### src/rtl/hart_fetch_pc.sv
// Per-hart program-counter file and registered fetch address for the IF stage.
// One PC per hart; the issued hart's PC goes to the output register and advances by 4.
// Start, kill, branch and i-cache-miss events retarget a hart's PC and take priority over issue.
module hart_fetch_pc #(
   parameter int unsigned         HART_NUM = 4,
   parameter int unsigned         PC_W     = 32,
   parameter logic [PC_W-1:0]     RESET_PC = '0,
   localparam int unsigned        HID_W    = (HART_NUM > 1) ? $clog2(HART_NUM) : 1
) (
   input  logic                clk,
   input  logic                rst,
   input  logic [HID_W-1:0]    hart_issue_hid,
   input  logic [HART_NUM-1:0] hart_issue_hstate,
   input  logic                if_stall,
   input  logic                if_flush,
   input  logic                hstart,
   input  logic                hkill,
   input  logic [HID_W-1:0]    set_hart_id,
   input  logic [PC_W-1:0]     set_pc,
   input  logic                br_taken,
   input  logic [HID_W-1:0]    br_hart_id,
   input  logic [PC_W-1:0]     br_tgt,
   input  logic                ic_miss,
   input  logic [HID_W-1:0]    ic_miss_hart_id,
   input  logic [PC_W-1:0]     ic_miss_pc,
   output logic [PC_W-1:0]     if_pc,
   output logic [HID_W-1:0]    if_hart_id,
   output logic [HART_NUM-1:0] if_hstate,
   output logic                if_valid,
   output logic [HART_NUM-1:0] hart_live
);

   logic [PC_W-1:0]     pc_q [HART_NUM];
   logic [PC_W-1:0]     pc_d [HART_NUM];
   logic [HART_NUM-1:0] live_q, live_d;

   logic [PC_W-1:0]     if_pc_q, if_pc_d;
   logic [HID_W-1:0]    if_hart_id_q, if_hart_id_d;
   logic [HART_NUM-1:0] if_hstate_q, if_hstate_d;
   logic                if_valid_q, if_valid_d;

   logic [HART_NUM-1:0] ev_start, ev_kill, ev_br, ev_miss, ev_any;
   logic                issue_req, issue, stale;

   // Decode per-hart events; any of them makes that hart's in-flight or pending fetch stale.
   always_comb begin
      for (int h = 0; h < HART_NUM; h++) begin
         ev_start[h] = hstart   && (set_hart_id     == HID_W'(h));
         ev_kill[h]  = hkill    && (set_hart_id     == HID_W'(h));
         ev_br[h]    = br_taken && (br_hart_id      == HID_W'(h));
         ev_miss[h]  = ic_miss  && (ic_miss_hart_id == HID_W'(h));
         ev_any[h]   = ev_start[h] | ev_kill[h] | ev_br[h] | ev_miss[h];
      end
   end

   // Issue qualification: an event on the selected hart or a flush cancels this cycle's fetch.
   always_comb begin
      issue_req = (|hart_issue_hstate) & live_q[hart_issue_hid] & ~if_stall;
      issue     = issue_req & ~ev_any[hart_issue_hid] & ~if_flush;
      stale     = if_valid_q & ev_any[if_hart_id_q];
   end

   // Per-hart PC and live next state: start > kill > branch > miss > issue increment > hold.
   always_comb begin
      live_d = live_q;
      for (int h = 0; h < HART_NUM; h++) begin
         pc_d[h] = pc_q[h];
         if (ev_start[h]) begin
            pc_d[h]   = set_pc;
            live_d[h] = 1'b1;
         end else if (ev_kill[h]) begin
            live_d[h] = 1'b0;
         end else if (ev_br[h]) begin
            pc_d[h] = br_tgt;
         end else if (ev_miss[h]) begin
            pc_d[h] = ic_miss_pc;
         end else if (issue && (hart_issue_hid == HID_W'(h))) begin
            pc_d[h] = pc_q[h] + PC_W'(4);
         end
      end
   end

   // Output register next state: flush > issue > stale clear > stall hold > idle clear.
   always_comb begin
      if_pc_d      = if_pc_q;
      if_hart_id_d = if_hart_id_q;
      if_hstate_d  = if_hstate_q;
      if_valid_d   = if_valid_q;
      if (if_flush) begin
         if_hstate_d = '0;
         if_valid_d  = 1'b0;
      end else if (issue) begin
         if_pc_d      = pc_q[hart_issue_hid];
         if_hart_id_d = hart_issue_hid;
         if_hstate_d  = hart_issue_hstate;
         if_valid_d   = 1'b1;
      end else if (!if_stall || stale) begin
         if_hstate_d = '0;
         if_valid_d  = 1'b0;
      end
   end

   // State registers with asynchronous active-low reset.
   always_ff @(posedge clk or negedge rst) begin
      if (!rst) begin
         for (int h = 0; h < HART_NUM; h++) begin
            pc_q[h] <= (h == 0) ? RESET_PC : '0;
         end
         live_q       <= HART_NUM'(1);
         if_pc_q      <= '0;
         if_hart_id_q <= '0;
         if_hstate_q  <= '0;
         if_valid_q   <= 1'b0;
      end else begin
         for (int h = 0; h < HART_NUM; h++) begin
            pc_q[h] <= pc_d[h];
         end
         live_q       <= live_d;
         if_pc_q      <= if_pc_d;
         if_hart_id_q <= if_hart_id_d;
         if_hstate_q  <= if_hstate_d;
         if_valid_q   <= if_valid_d;
      end
   end

   assign if_pc      = if_pc_q;
   assign if_hart_id = if_hart_id_q;
   assign if_hstate  = if_hstate_q;
   assign if_valid   = if_valid_q;
   assign hart_live  = live_q;

endmodule

### config.mk
export PLATFORM = sky130hd
export DESIGN_NAME = hart_fetch_pc
export DESIGN_NICKNAME = d
export VERILOG_FILES = /design/src/rtl/hart_fetch_pc.sv
export SDC_FILE = /design/constraint.sdc
export NUM_CORES = 1
export LEC_CHECK = 0
export BUFFER_PORTS_ARGS = -buffer_cell sky130_fd_sc_hd__buf_4
export CAP_MARGIN = 20
export CORE_AREA = 2 2 172 174
export DETAILED_ROUTE_END_ITERATION = 8
export DIE_AREA = 0 0 174 176
export GPL_TIMING_DRIVEN = 0
export MAX_ROUTING_LAYER = met4
export SYNTH_ARGS = -nofsm -noshare
export SYNTH_HDL_FRONTEND = slang
export SYNTH_SLANG_ARGS = --single-unit
### constraint.sdc
create_clock -name clk -period 2.6 [get_ports clk]
set_input_delay 0.39 -clock clk [delete_from_list [all_inputs] [get_ports clk]]
set_output_delay 0.39 -clock clk [all_outputs]
set_load 0.03 [all_outputs]
==> results.sh <==
export IMPL_outcome="finished, final reports clean"
export IMPL_fp_row_count=62
export IMPL_cellLeakagePower_uw=0.00602
export IMPL_edff_count_synth=0
export IMPL_route_antenna_remaining_nets=0
export IMPL_die_area_sq_mm=0.0306
export IMPL_yosys_top_cell_area_share_pct=33.2
export IMPL_power_per_cell_area_mw_per_mm2=840
export IMPL_timing_worst_setup_path_type="in2reg"
export IMPL_r2r_end="pc_q[126]"
export IMPL_floorplan_core_area_sq_mm=0.0285
export IMPL_place_congestion=1.07
export IMPL_synth_top_family_by_area="compound AO/OA/AOI/OAI gates"
export IMPL_synth_top_flop_cell="sky130_fd_sc_hd__dfrtp_1"
export IMPL_flow_area_growth_from_synthesis_pct=18.9
export IMPL_synth_compound_area_share_pct=32.0
export IMPL_worst_pin_slew_ns=1.15
export IMPL_detailedRoute_firstIterationViolations=2516
export IMPL_grt_overflow=0
export IMPL_fmax_ghz=0.392
export IMPL_ys_types=83
export IMPL_grt_start_max_net_pins=104
export IMPL_post_dp_hpwl_mm=49.7
export IMPL_track_usage_pct=42.1
export IMPL_reg2reg_depth=7
export IMPL_die_x_um=174
export IMPL_final_max_slew_violation_count=0
export IMPL_drive_gt1_share_pct=17.4
export IMPL_htreeDepth=4
export IMPL_holdCritPathClass="in2async"
export IMPL_dieHeight_um=176
export IMPL_postRouteWirelength_mm=63.0
export IMPL_mux_cell_area_share_after_synthesis_pct=8.82
export IMPL_max_cap_viols=0
export IMPL_report_final_setup_viol=0
export IMPL_ys_warnings_count=0
export IMPL_drt_wirelength_per_cell_um=30.0
export IMPL_cts_root_buf="sky130_fd_sc_hd__clkbuf_16"
export IMPL_numClockSinks=171
export IMPL_synth_xor_xnor_area_share_pct=2.26
export IMPL_synthesis_area_per_instance_sq_um=8.36
export IMPL_synthTopCellsByArea="sky130_fd_sc_hd__dfrtp_1, sky130_fd_sc_hd__o21ai_0, sky130_fd_sc_hd__mux4_2"
export IMPL_synth_area_sq_mm=0.0128
export IMPL_port_buffers=149
export IMPL_cts_tree="done"
export IMPL_yosys_area_share_simple_pct=18.1
export IMPL_arrival_ns=2.94
export IMPL_grt_setup_unrepaired="true"
export IMPL_synth_async_sr_flop_share_pct=100
export IMPL_vias=14526
export IMPL_grt_antenna_before_repair=0
export IMPL_final_util_pct=53.3
export IMPL_synthAdderAreaFrac_pct=0.391
export IMPL_antennaDiodeCount=0
export IMPL_synth_largest_area_cell="sky130_fd_sc_hd__dfrtp_1"
export IMPL_cts_clk_slew_worst_paths_ns=0.07
export IMPL_cts_hold_repair_buffers=0
export IMPL_max_slew_margin_rel_pct=23.4
export IMPL_worst_endpoint_required_ns=2.98
export IMPL_fin_total_pwr_uw=12800
export IMPL_count_leader_synth="sky130_fd_sc_hd__o21ai_0"
export IMPL_vias_per_cell=6.91
export IMPL_post_dp_cell_area_sq_mm=0.0144
export IMPL_drt_drc_violations_left=0
export IMPL_synthTopCellsByCount="sky130_fd_sc_hd__o21ai_0, sky130_fd_sc_hd__dfrtp_1, sky130_fd_sc_hd__nand2_1, sky130_fd_sc_hd__nor2_1, sky130_fd_sc_hd__a21oi_1"
export IMPL_cts_max_path_buffers=2
export IMPL_yosysSeqAreaShare_pct=33.4
export IMPL_synth_cells=1532
export IMPL_worst_r2r_setup_slack_ns=0.12
export IMPL_worstSetupStartpointType="input pin"
export IMPL_ys_ff_latch=171
export IMPL_grt_first_pass_wirelength_mm=91.0
export IMPL_layout_min_cycle_time_ns=2.55
export IMPL_hold_fails_final_rpt=0
export IMPL_detailedRoute_firstPassIterationCount=6
export IMPL_power_ir_vdd_worst_uv=506
export IMPL_clock_insertion_delay_worst_skew_ns=0.47
export IMPL_initial_utilization_pct=44.9
export IMPL_critical_path_max_fanout=10
export IMPL_regToRegStartpoint="pc_q[98]"
export IMPL_first_global_vias=13284
export IMPL_final_setup_skew_ns=0.0171
export IMPL_io_pin_count=159
export IMPL_numCtsBuffers=17
export IMPL_stdcell_area_sq_mm=0.0152
export IMPL_finalNetCount=1826
export IMPL_fin_crit_sh_pct=98.2
export IMPL_syn_num_nets=1652
export IMPL_cp_end_kind="flip-flop"
[critical path, stage by stage]
cell                       delay (ns)
sky130_fd_sc_hd__buf_4           0.10
sky130_fd_sc_hd__buf_2           0.21
sky130_fd_sc_hd__nor2_1          0.08
sky130_fd_sc_hd__nand2_1         0.25
sky130_fd_sc_hd__clkbuf_1        0.66
sky130_fd_sc_hd__clkbuf_1        0.68
sky130_fd_sc_hd__o21ai_0         0.35
sky130_fd_sc_hd__a21oi_1         0.21
[layout make-up]
type | instances | area, sq um
clock inverters | 15 | 256
inverters | 20 | 75.1
fillers | 2778 | 13300
clock buffers | 17 | 425
multi-input cells | 1218 | 7940
well taps | 384 | 480
flip-flops and latches | 171 | 4280
repair buffers | 156 | 1200
plain buffers | 122 | 566
[report_power, final]
part | switching [uW] | total, uW | leakage, uW | internal [uW]
logic | 2780 | 4740 | 0.00364 | 1960
clock network | 1250 | 3080 | 0.000336 | 1820
registers | 1430 | 4980 | 0.00205 | 3550
total | 5460 | 12800 | 0.00602 | 7330
[cells in the final DEF, fill, tap and decap left out, types with 5 or more instances in the layout]
cell type                   instances
sky130_fd_sc_hd__a2111oi_0          6
sky130_fd_sc_hd__a211oi_1          10
sky130_fd_sc_hd__a21oi_1          110
sky130_fd_sc_hd__a221o_1           32
sky130_fd_sc_hd__a221oi_1          39
sky130_fd_sc_hd__a22o_1            16
sky130_fd_sc_hd__a22oi_1           17
sky130_fd_sc_hd__a31oi_1           35
sky130_fd_sc_hd__and3_1            22
sky130_fd_sc_hd__and3b_1            6
sky130_fd_sc_hd__buf_2             35
sky130_fd_sc_hd__buf_4            160
sky130_fd_sc_hd__buf_6              5
sky130_fd_sc_hd__bufinv_16          6
sky130_fd_sc_hd__clkbuf_1          70
sky130_fd_sc_hd__clkbuf_16         17
sky130_fd_sc_hd__dfrtp_1          170
sky130_fd_sc_hd__inv_1             20
sky130_fd_sc_hd__mux2_1            29
sky130_fd_sc_hd__mux4_2            33
sky130_fd_sc_hd__nand2_1          147
sky130_fd_sc_hd__nand3_1           66
sky130_fd_sc_hd__nand3b_1           8
sky130_fd_sc_hd__nand4_1           19
sky130_fd_sc_hd__nor2_1           146
sky130_fd_sc_hd__nor2b_1            5
sky130_fd_sc_hd__nor3_1            30
sky130_fd_sc_hd__o211ai_1          15
sky130_fd_sc_hd__o21ai_0          183
sky130_fd_sc_hd__o21ai_1           36
sky130_fd_sc_hd__o221ai_1           7
sky130_fd_sc_hd__o22ai_1           22
sky130_fd_sc_hd__o2bb2ai_1         14
sky130_fd_sc_hd__o31a_1            17
sky130_fd_sc_hd__o31ai_1           15
sky130_fd_sc_hd__o41ai_1            6
sky130_fd_sc_hd__xnor2_1           14
sky130_fd_sc_hd__xor2_1            19
[per-layer routing]
metal / global-route usage, % / up-vias / wire (um)
met3: 13.7 / 167 / 9360
met5: - / - / 0
li1: - / 6247 / -
met1: 57.6 / 6947 / 25400
met2: 57.4 / 1165 / 25600
met4: 16.4 / 0 / 2680
[worst max path at each step]
| stage | from | end | slack (ns) | cells past startpoint |
|---|---|---|---|---|
| after floorplan | ic_miss | if_pc[27] | 0.40 | 8 |
| after global placement | ic_miss_hart_id[1] | pc_q[95] | -0.52 | 8 |
| after detailed placement | ic_miss_hart_id[1] | if_pc[27] | -0.49 | 8 |
| after CTS | hart_live[0] | pc_q[95] | 0.01 | 7 |
| after global routing | pc_q[2] | pc_q[26] | -0.01 | 8 |
| final | set_hart_id[1] | pc_q[100] | 0.05 | 8 |
[cell families after synthesis]
group / count (synthesis)
AOI/OAI and AO/OA: 625
and+or+nand+nor: 490
DFF: 171
adders and majority gates: 4
xor gates and xnor gates: 33
buffers and inverters: 143
muxes: 66
[registers in the layout (all words and copies together) (netlist names)]
register and count:
hart_live 4, if_hart_id 2, if_hstate 4, if_pc 32, if_valid 1, pc_q 128
[what timing repair did]
| action | CTS | global route |
|---|---|---|
| endpoints found under the setup margin | 7 | 40 |
| gates cloned | 0 | 0 |
| resized for setup | 1 | 13 |
| buffers inserted | 1 | 5 |
| pin swaps | 0 | 1 |
[per-stage QoR]
stage,std cells,hold slack [ns],setup TNS (ns),setup slack [ns]
6_report,2103,0.00119,0,0.0470
5_1_grt,2103,0.0668,-0.0226,-0.0133
4_1_cts,2098,0.0255,0,0.0133
3_5_place_dp,2066,0.463,-29.66,-0.494
3_3_place_gp,2065,0.459,-31.76,-0.517
2_1_floorplan,1532,0.0944,0,0.404
Note: power is estimated with default switching activity, not from simulation.
